**config.mk**
```make
export PLATFORM = sky130hd
export DESIGN_NAME = mmio_uart_tx_flat
export DESIGN_NICKNAME = d
export VERILOG_FILES = /design/src/rtl/mmio_uart_tx_if.sv /design/src/rtl/mmio_uart_tx.sv /design/src/flat_wrapper.sv
export SDC_FILE = /design/constraint.sdc
export NUM_CORES = 1
export LEC_CHECK = 0
export CAP_MARGIN = 20
export CORE_UTILIZATION = 50
export CTS_BUF_LIST = sky130_fd_sc_hd__clkbuf_4
export CTS_CLUSTER_SIZE = 20
export DETAILED_ROUTE_END_ITERATION = 7
export PLACE_DENSITY = 0.81
export SYNTH_ARGS = -nofsm -noshare
export SYNTH_HDL_FRONTEND = slang
export SYNTH_SLANG_ARGS = --single-unit
```
**constraint.sdc**
```tcl
create_clock -name clock -period 7.35 [get_ports clock]
set_input_delay 1.47 -clock clock [delete_from_list [all_inputs] [get_ports clock]]
set_output_delay 1.47 -clock clock [all_outputs]
set_load 0.01 [all_outputs]
```
**src/rtl/mmio_uart_tx_if.sv**
```systemverilog
// Bus-side signal bundle for the memory-mapped UART transmitter.
// The CPU/bus side drives the master modport; the peripheral uses the slave modport.
interface mmio_uart_tx_if;
    logic        select;
    logic        write_enable;
    logic [15:0] address;
    logic [15:0] write_data;
    logic [15:0] read_data;
    logic        hit;

    modport master (
        output select, write_enable, address, write_data,
        input  read_data, hit
    );

    modport slave (
        input  select, write_enable, address, write_data,
        output read_data, hit
    );
endinterface

```
**src/rtl/mmio_uart_tx.sv**
```systemverilog
// Memory-mapped 8N1 UART transmitter: a data register pushes bytes into a FIFO,
// a status register reports FIFO and FSM state, and an FSM serialises bytes on tx.
module mmio_uart_tx #(
    parameter logic [15:0] BASE_ADDRESS = 16'hFFF4,
    parameter int          CLKS_PER_BIT = 868,
    parameter int          FIFO_DEPTH   = 8
) (
    input  logic          clock,
    input  logic          reset,
    mmio_uart_tx_if.slave bus,
    output logic          tx,
    output logic          busy
);
    localparam int PW = $clog2(FIFO_DEPTH);
    localparam int CW = PW + 1;
    localparam int BW = $clog2(CLKS_PER_BIT);
    localparam logic [BW-1:0] BAUD_LAST = BW'(CLKS_PER_BIT - 1);
    localparam logic [CW-1:0] COUNT_FULL = CW'(FIFO_DEPTH);

    typedef enum logic [1:0] {IDLE, START, DATA, STOP} state_t;

    state_t          state_q, state_d;
    logic [BW-1:0]   baud_q, baud_d;
    logic [2:0]      bit_idx_q, bit_idx_d;
    logic [7:0]      shift_q, shift_d;
    logic            tx_q, tx_d;
    logic [PW-1:0]   wr_ptr_q, wr_ptr_d;
    logic [PW-1:0]   rd_ptr_q, rd_ptr_d;
    logic [CW-1:0]   count_q, count_d;
    logic            overflow_q, overflow_d;
    logic [15:0]     read_data_q, read_data_d;

    logic [7:0]      mem [FIFO_DEPTH];

    logic            full, empty, pop, push, wr_req;
    logic            addr_data, addr_stat;
    logic            baud_done;
    logic [15:0]     status;
    logic            unused_write_data;

    assign unused_write_data = ^bus.write_data[15:8];

    assign addr_data = (bus.address == BASE_ADDRESS);
    assign addr_stat = (bus.address == BASE_ADDRESS + 16'd1);
    assign bus.hit   = bus.select & (addr_data | addr_stat);

    assign full      = (count_q == COUNT_FULL);
    assign empty     = (count_q == '0);
    assign baud_done = (baud_q == BAUD_LAST);

    // A pop frees a slot on the same edge, so a write to a full FIFO still lands.
    assign pop    = (state_q == IDLE) & ~empty;
    assign wr_req = bus.select & bus.write_enable & addr_data;
    assign push   = wr_req & (~full | pop);

    assign busy   = (state_q != IDLE) | ~empty;
    // With FIFO_DEPTH=256 the count field wraps to 0 when full; the full bit disambiguates.
    assign status = {8'(count_q), 4'b0000, overflow_q, busy, empty, full};

    always_comb begin
        // NOTE: every _d gets a default first so no path can infer a latch.
        state_d     = state_q;
        baud_d      = baud_q;
        bit_idx_d   = bit_idx_q;
        shift_d     = shift_q;
        wr_ptr_d    = wr_ptr_q;
        rd_ptr_d    = rd_ptr_q;
        count_d     = count_q;
        overflow_d  = overflow_q;
        read_data_d = read_data_q;

        if (push) wr_ptr_d = wr_ptr_q + 1'b1;
        if (pop)  rd_ptr_d = rd_ptr_q + 1'b1;
        case ({push, pop})
            2'b10:   count_d = count_q + 1'b1;
            2'b01:   count_d = count_q - 1'b1;
            default: count_d = count_q;
        endcase
        if (wr_req && !push) overflow_d = 1'b1;

        if (bus.select && !bus.write_enable) begin
            if (addr_stat)      read_data_d = status;
            else if (addr_data) read_data_d = 16'h0000;
        end

        case (state_q)
            IDLE: begin
                if (pop) begin
                    shift_d = mem[rd_ptr_q];
                    baud_d  = '0;
                    state_d = START;
                end
            end
            START: begin
                baud_d = baud_done ? '0 : baud_q + 1'b1;
                if (baud_done) begin
                    bit_idx_d = 3'd0;
                    state_d   = DATA;
                end
            end
            DATA: begin
                baud_d = baud_done ? '0 : baud_q + 1'b1;
                if (baud_done) begin
                    shift_d   = {1'b0, shift_q[7:1]};
                    bit_idx_d = bit_idx_q + 3'd1;
                    if (bit_idx_q == 3'd7) state_d = STOP;
                end
            end
            STOP: begin
                baud_d = baud_done ? '0 : baud_q + 1'b1;
                if (baud_done) state_d = IDLE;
            end
            default: state_d = IDLE;
        endcase

        // tx follows the current state one edge later, keeping the line registered.
        case (state_q)
            START:   tx_d = 1'b0;
            DATA:    tx_d = shift_q[0];
            default: tx_d = 1'b1;
        endcase
    end

    always_ff @(posedge clock or posedge reset) begin
        if (reset) begin
            state_q     <= IDLE;
            baud_q      <= '0;
            bit_idx_q   <= '0;
            shift_q     <= '0;
            tx_q        <= 1'b1;
            wr_ptr_q    <= '0;
            rd_ptr_q    <= '0;
            count_q     <= '0;
            overflow_q  <= 1'b0;
            read_data_q <= '0;
        end else begin
            state_q     <= state_d;
            baud_q      <= baud_d;
            bit_idx_q   <= bit_idx_d;
            shift_q     <= shift_d;
            tx_q        <= tx_d;
            wr_ptr_q    <= wr_ptr_d;
            rd_ptr_q    <= rd_ptr_d;
            count_q     <= count_d;
            overflow_q  <= overflow_d;
            read_data_q <= read_data_d;
        end
    end

    // NOTE: FIFO storage has no reset; entries are only read after being written.
    always_ff @(posedge clock) begin
        if (push) mem[wr_ptr_q] <= bus.write_data[7:0];
    end

    assign tx            = tx_q;
    assign bus.read_data = read_data_q;
endmodule

```
**src/flat_wrapper.sv**
```systemverilog
// flat-port wrapper written by rule: the top's interface ports become plain ports
module mmio_uart_tx_flat 
#(
    parameter logic [15:0] BASE_ADDRESS = 16'hFFF4,
    parameter int          CLKS_PER_BIT = 868,
    parameter int          FIFO_DEPTH   = 8
)
  (clock, reset, tx, busy, bus_select, bus_write_enable, bus_address, bus_write_data, bus_read_data, bus_hit);
  mmio_uart_tx_if bus_i ();
  input  logic clock;
  input  logic reset;
  output logic tx;
  output logic busy;
  input wire logic [$bits(bus_i.select)-1:0] bus_select;
  input wire logic [$bits(bus_i.write_enable)-1:0] bus_write_enable;
  input wire logic [$bits(bus_i.address)-1:0] bus_address;
  input wire logic [$bits(bus_i.write_data)-1:0] bus_write_data;
  output wire logic [$bits(bus_i.read_data)-1:0] bus_read_data;
  output wire logic [$bits(bus_i.hit)-1:0] bus_hit;
  assign bus_i.select = bus_select;
  assign bus_i.write_enable = bus_write_enable;
  assign bus_i.address = bus_address;
  assign bus_i.write_data = bus_write_data;
  assign bus_read_data = bus_i.read_data;
  assign bus_hit = bus_i.hit;
  mmio_uart_tx #(.BASE_ADDRESS(BASE_ADDRESS), .CLKS_PER_BIT(CLKS_PER_BIT), .FIFO_DEPTH(FIFO_DEPTH)) u_core (.clock(clock), .reset(reset), .bus(bus_i), .tx(tx), .busy(busy));
endmodule
```
==> reports/qor.csv <==
stage;metric;value;unit
critical_path;CP bufs+invs;2;
placed_design;Detailed Place HPWL;5790;um
synth;Synthesis Warnings;0;
power_and_ir_drop;Pwr per Cell Area;289;mW/mm^2
flow_run;max cap viols;0;
critical_path;CP Capture Type;output pin;
critical_path;Worst path max stage delay;600;ps
cts;CTS tree;done;
cts;H-tree levels;3;
global_routing;grt ovf;0;
timing;post-route setup TNS;0;ps
timing;Hold Vio Cnt, Final;0;
critical_path;path depth of the worst reg2reg path;10;
critical_path;crit path kind;primary input to output pin;
route;Vias;2903;
critical_path;R2R setup slack;4530;ps
synth;post-synthesis cell count;349;
power_and_ir_drop;switch share;33.8;%
timing;final number of max-transition violations;0;
timing;period utilisation layout;65.7;%
synth;post-synth top area share;38.1;%
global_routing;overall global routing resource usage;18.1;%
critical_path;Critical Path Start Type;primary input;
timing;Max-slew headroom;29.4;%
synth;sequential fraction of the synthesis area;59.4;%
critical_path;WP data required;5880;ps
route;DR WL/cell;16.6;um
finish;Layout area overhead;11.1;%
finish;Fillers;774;
cts;Hold-fix buffers, CTS;0;
route;DR iter-0 viols;191;
cts;clock sinks;107;
global_routing;number of global-route vias before repair;2817;
route;DRC viols;0;
floorplanning;Core Rows;36;
hold_path;HP Class;flip-flop to flip-flop;
synth;synth top area cells;edfxtp_1 (38%), dfrtp_1 (21%), mux4_1 (4.7%);
critical_path;maximum fanout along the worst path;2;
synth;Post-Syn Area;0.00505;mm^2
finish;Multi-input gate area;0.00182;mm^2
finish;diode count;0;
synth;Synth Area per Inst;14.5;um^2
synth;register bit total from synthesis;107;
outcome;status;completed;
cts;Clock Latency Late Sink;470;ps
power_and_ir_drop;Cell Int Power;1070;uW
placed_design;gpl congestion;0.819;
critical_path;Slowest cell on crit path;clkdlybuf4s50_1;
floorplanning;Ports;55;
cts;total CTS buffers;9;
floorplanning;die footprint;0.0105;mm^2
cts;clock root buffer;clkbuf_4;
floorplanning;total core area;0.00977;mm^2
finish;most common cell after layout, fill and taps aside;edfxtp_1;
power_and_ir_drop;worst vdd rail ir drop;150;uV
power_and_ir_drop;Pwr Total;1620;uW
critical_path;reg2reg start;u_core.count_q[1];
timing;f_max;207;MHz
synth;leading area contributor after synthesis;edfxtp_1;
power_and_ir_drop;Comb pwr share;30.7;%
hold_path;hold path depth;1;
timing;Tmin final;4830;ps
global_routing;largest net degree at the start of global routing;44;
placed_design;PortBufs;38;
power_and_ir_drop;power share of the clock group;18.4;%
global_routing;antenna violations before repair;0;
critical_path;CP Cell Sequence;clkdlybuf4s50_1, or2_0, nor4_1, nor3b_1, clkdlybuf4s50_1;
timing;Slew @ Worst Pin;1060;ps
floorplanning;Die Height;102;um
cts;Resize count post-CTS;0;
cts;clk buf depth;2;
global_routing;global-route wire length before repair;14000;um
cts;Post CTS Setup Buffer Count;0;
route;Vias/cell;5.54;
finish;register area;0.00300;mm^2
route;routed wire length;8680;um
hold_path;hold path start;u_core.overflow_q;
finish;nets@finish;435;
power_and_ir_drop;Leakage Power;0.00216;uW
timing;final setup violation count;0;
timing;skew final;14.1;ps
power_and_ir_drop;Seq pwr share;50.9;%
synth;Netlist cell types;59;
floorplanning;Starting Density;51.7;%
finish;most frequent cells in the layout;edfxtp_1 (64), dfrtp_1 (42), clkdlybuf4s50_1 (38), o21ai_0 (23), nand2_1 (20);
floorplanning;Die X;102;um
timing;RSZ-0062 raised after global routing;false;
critical_path;Largest delay share family, worst path;buffers and inverters;
power_and_ir_drop;net switching power;548;uW
hold_path;Hold Path End;u_core.overflow_q;
finish;layout cells sized above 1;14.1;%
route;Detailed Routing Iterations Pass 1;4;
critical_path;arrival time of the worst setup path;3360;ps
cts;Clk pin slew, worst setup/hold paths;160;ps
critical_path;worst reg2reg path endpoint;u_core.count_q[2];
critical_path;most frequent cell on the critical path;clkdlybuf4s50_1;
route;post-route ant nets;0;
==> registers in the layout (all words and copies together) (netlist names) <==
signal	cells
u_core.state_q	2
u_core.count_q	4
u_core.bus.read_data	8
u_core.wr_ptr_q	3
u_core.rd_ptr_q	3
u_core.shift_q	8
u_core.mem	64
u_core.overflow_q	1
u_core.baud_q	10
u_core.tx	1
u_core.bit_idx_q	3
==> layer usage <==
layer  GRT usage (%)  share of wire, %  up-vias
met5               0                 0        -
met4            6.70               1.8        0
met3            4.00               3.8       14
met2            29.7                50       63
met1            23.9                45     1433
li1                -                 -     1393
==> synth_stat cells, drive strengths merged <==
library cell / count
or2: 4
and4: 6
nor4b: 4
or4b: 1
nor3b: 2
a41oi: 3
a21oi: 6
nand2: 20
a31o: 1
and2: 4
dfrtp: 42
nand4bb: 1
and4b: 1
o32a: 1
and3b: 2
nand4: 6
and3: 1
o211a: 1
o21ai: 30
conb: 1
a31oi: 4
xor2: 7
xnor2: 5
nor2: 6
nor2b: 3
mux2i: 8
nand3: 5
and4bb: 1
dfstp: 1
mux2: 13
nand2b: 6
buf: 21
nand3b: 1
a22o: 7
mux4: 16
o31ai: 1
ha: 13
nor4: 7
edfxtp: 64
nor3: 7
clkbuf: 7
inv: 9
==> cell families (layout without fill, tap and decap cells) <==
family	Yosys count	after routing	share of synthesized area (%)
flops	107	107	59.4
simple gates	88	88	10.7
compound gates	54	54	6.52
mux	37	37	12.8
buf+inv	37	72	5.18
fa+ha+maj	13	13	3.22
xor+xnor	12	12	2.08
other cells	1	8	0.0743
==> worst max-delay path by stage <==
stage,start,to,slack [ps],cells past startpoint
2_1_floorplan,bus_address[1],bus_hit,3500,3
3_3_place_gp,bus_address[1],bus_hit,2540,5
3_5_place_dp,bus_address[1],bus_hit,2530,5
4_1_cts,bus_address[1],bus_hit,2520,5
5_1_grt,bus_address[1],bus_hit,2420,5
6_report,bus_address[3],bus_hit,2520,5
==> layout make-up <==
cell class	instances	share of cell area, %
sequential	107	53.4
multi-input combinational	212	32.4
timing repair buffer	47	7.98
tap	133	2.97
clock inverter	7	1.40
clock buffer	9	1.20
inverter	9	0.647
==> worst register-to-register path, cell delays in order, from the launching register on <==
cell and delay [ps]:
dfrtp_1 520, or4b_1 600, nor2_2 370, or2_2 210
ha_1 250, xor2_1 100, ha_1 190, a21oi_1 140
xor2_1 160, nor2_1 60, xor2_1 140
==> power by group through the flow <==
stage               sequential (uW)  clock, uW  combinational (uW)
floorplan                       756          0                 520
global placement                831          0                 480
detailed placement              835          0                 500
CTS                             824        307                 502
global route                    839        330                 550
finish                          824        299                 497
==> metrics by stage <==
stage	instance area [um^2]	hold WS (ps)	std cells	util, %	setup WS [ps]
2_1_floorplan	5080	441	356	-	3500
3_3_place_gp	5470	457	508	55.9	2540
3_5_place_dp	5470	467	508	55.9	2530
4_1_cts	5610	503	524	57.4	2520
5_1_grt	5610	518	524	57.4	2420
6_report	5610	501	524	57.4	2520
No activity file was read; power rests on OpenSTA's default activity.
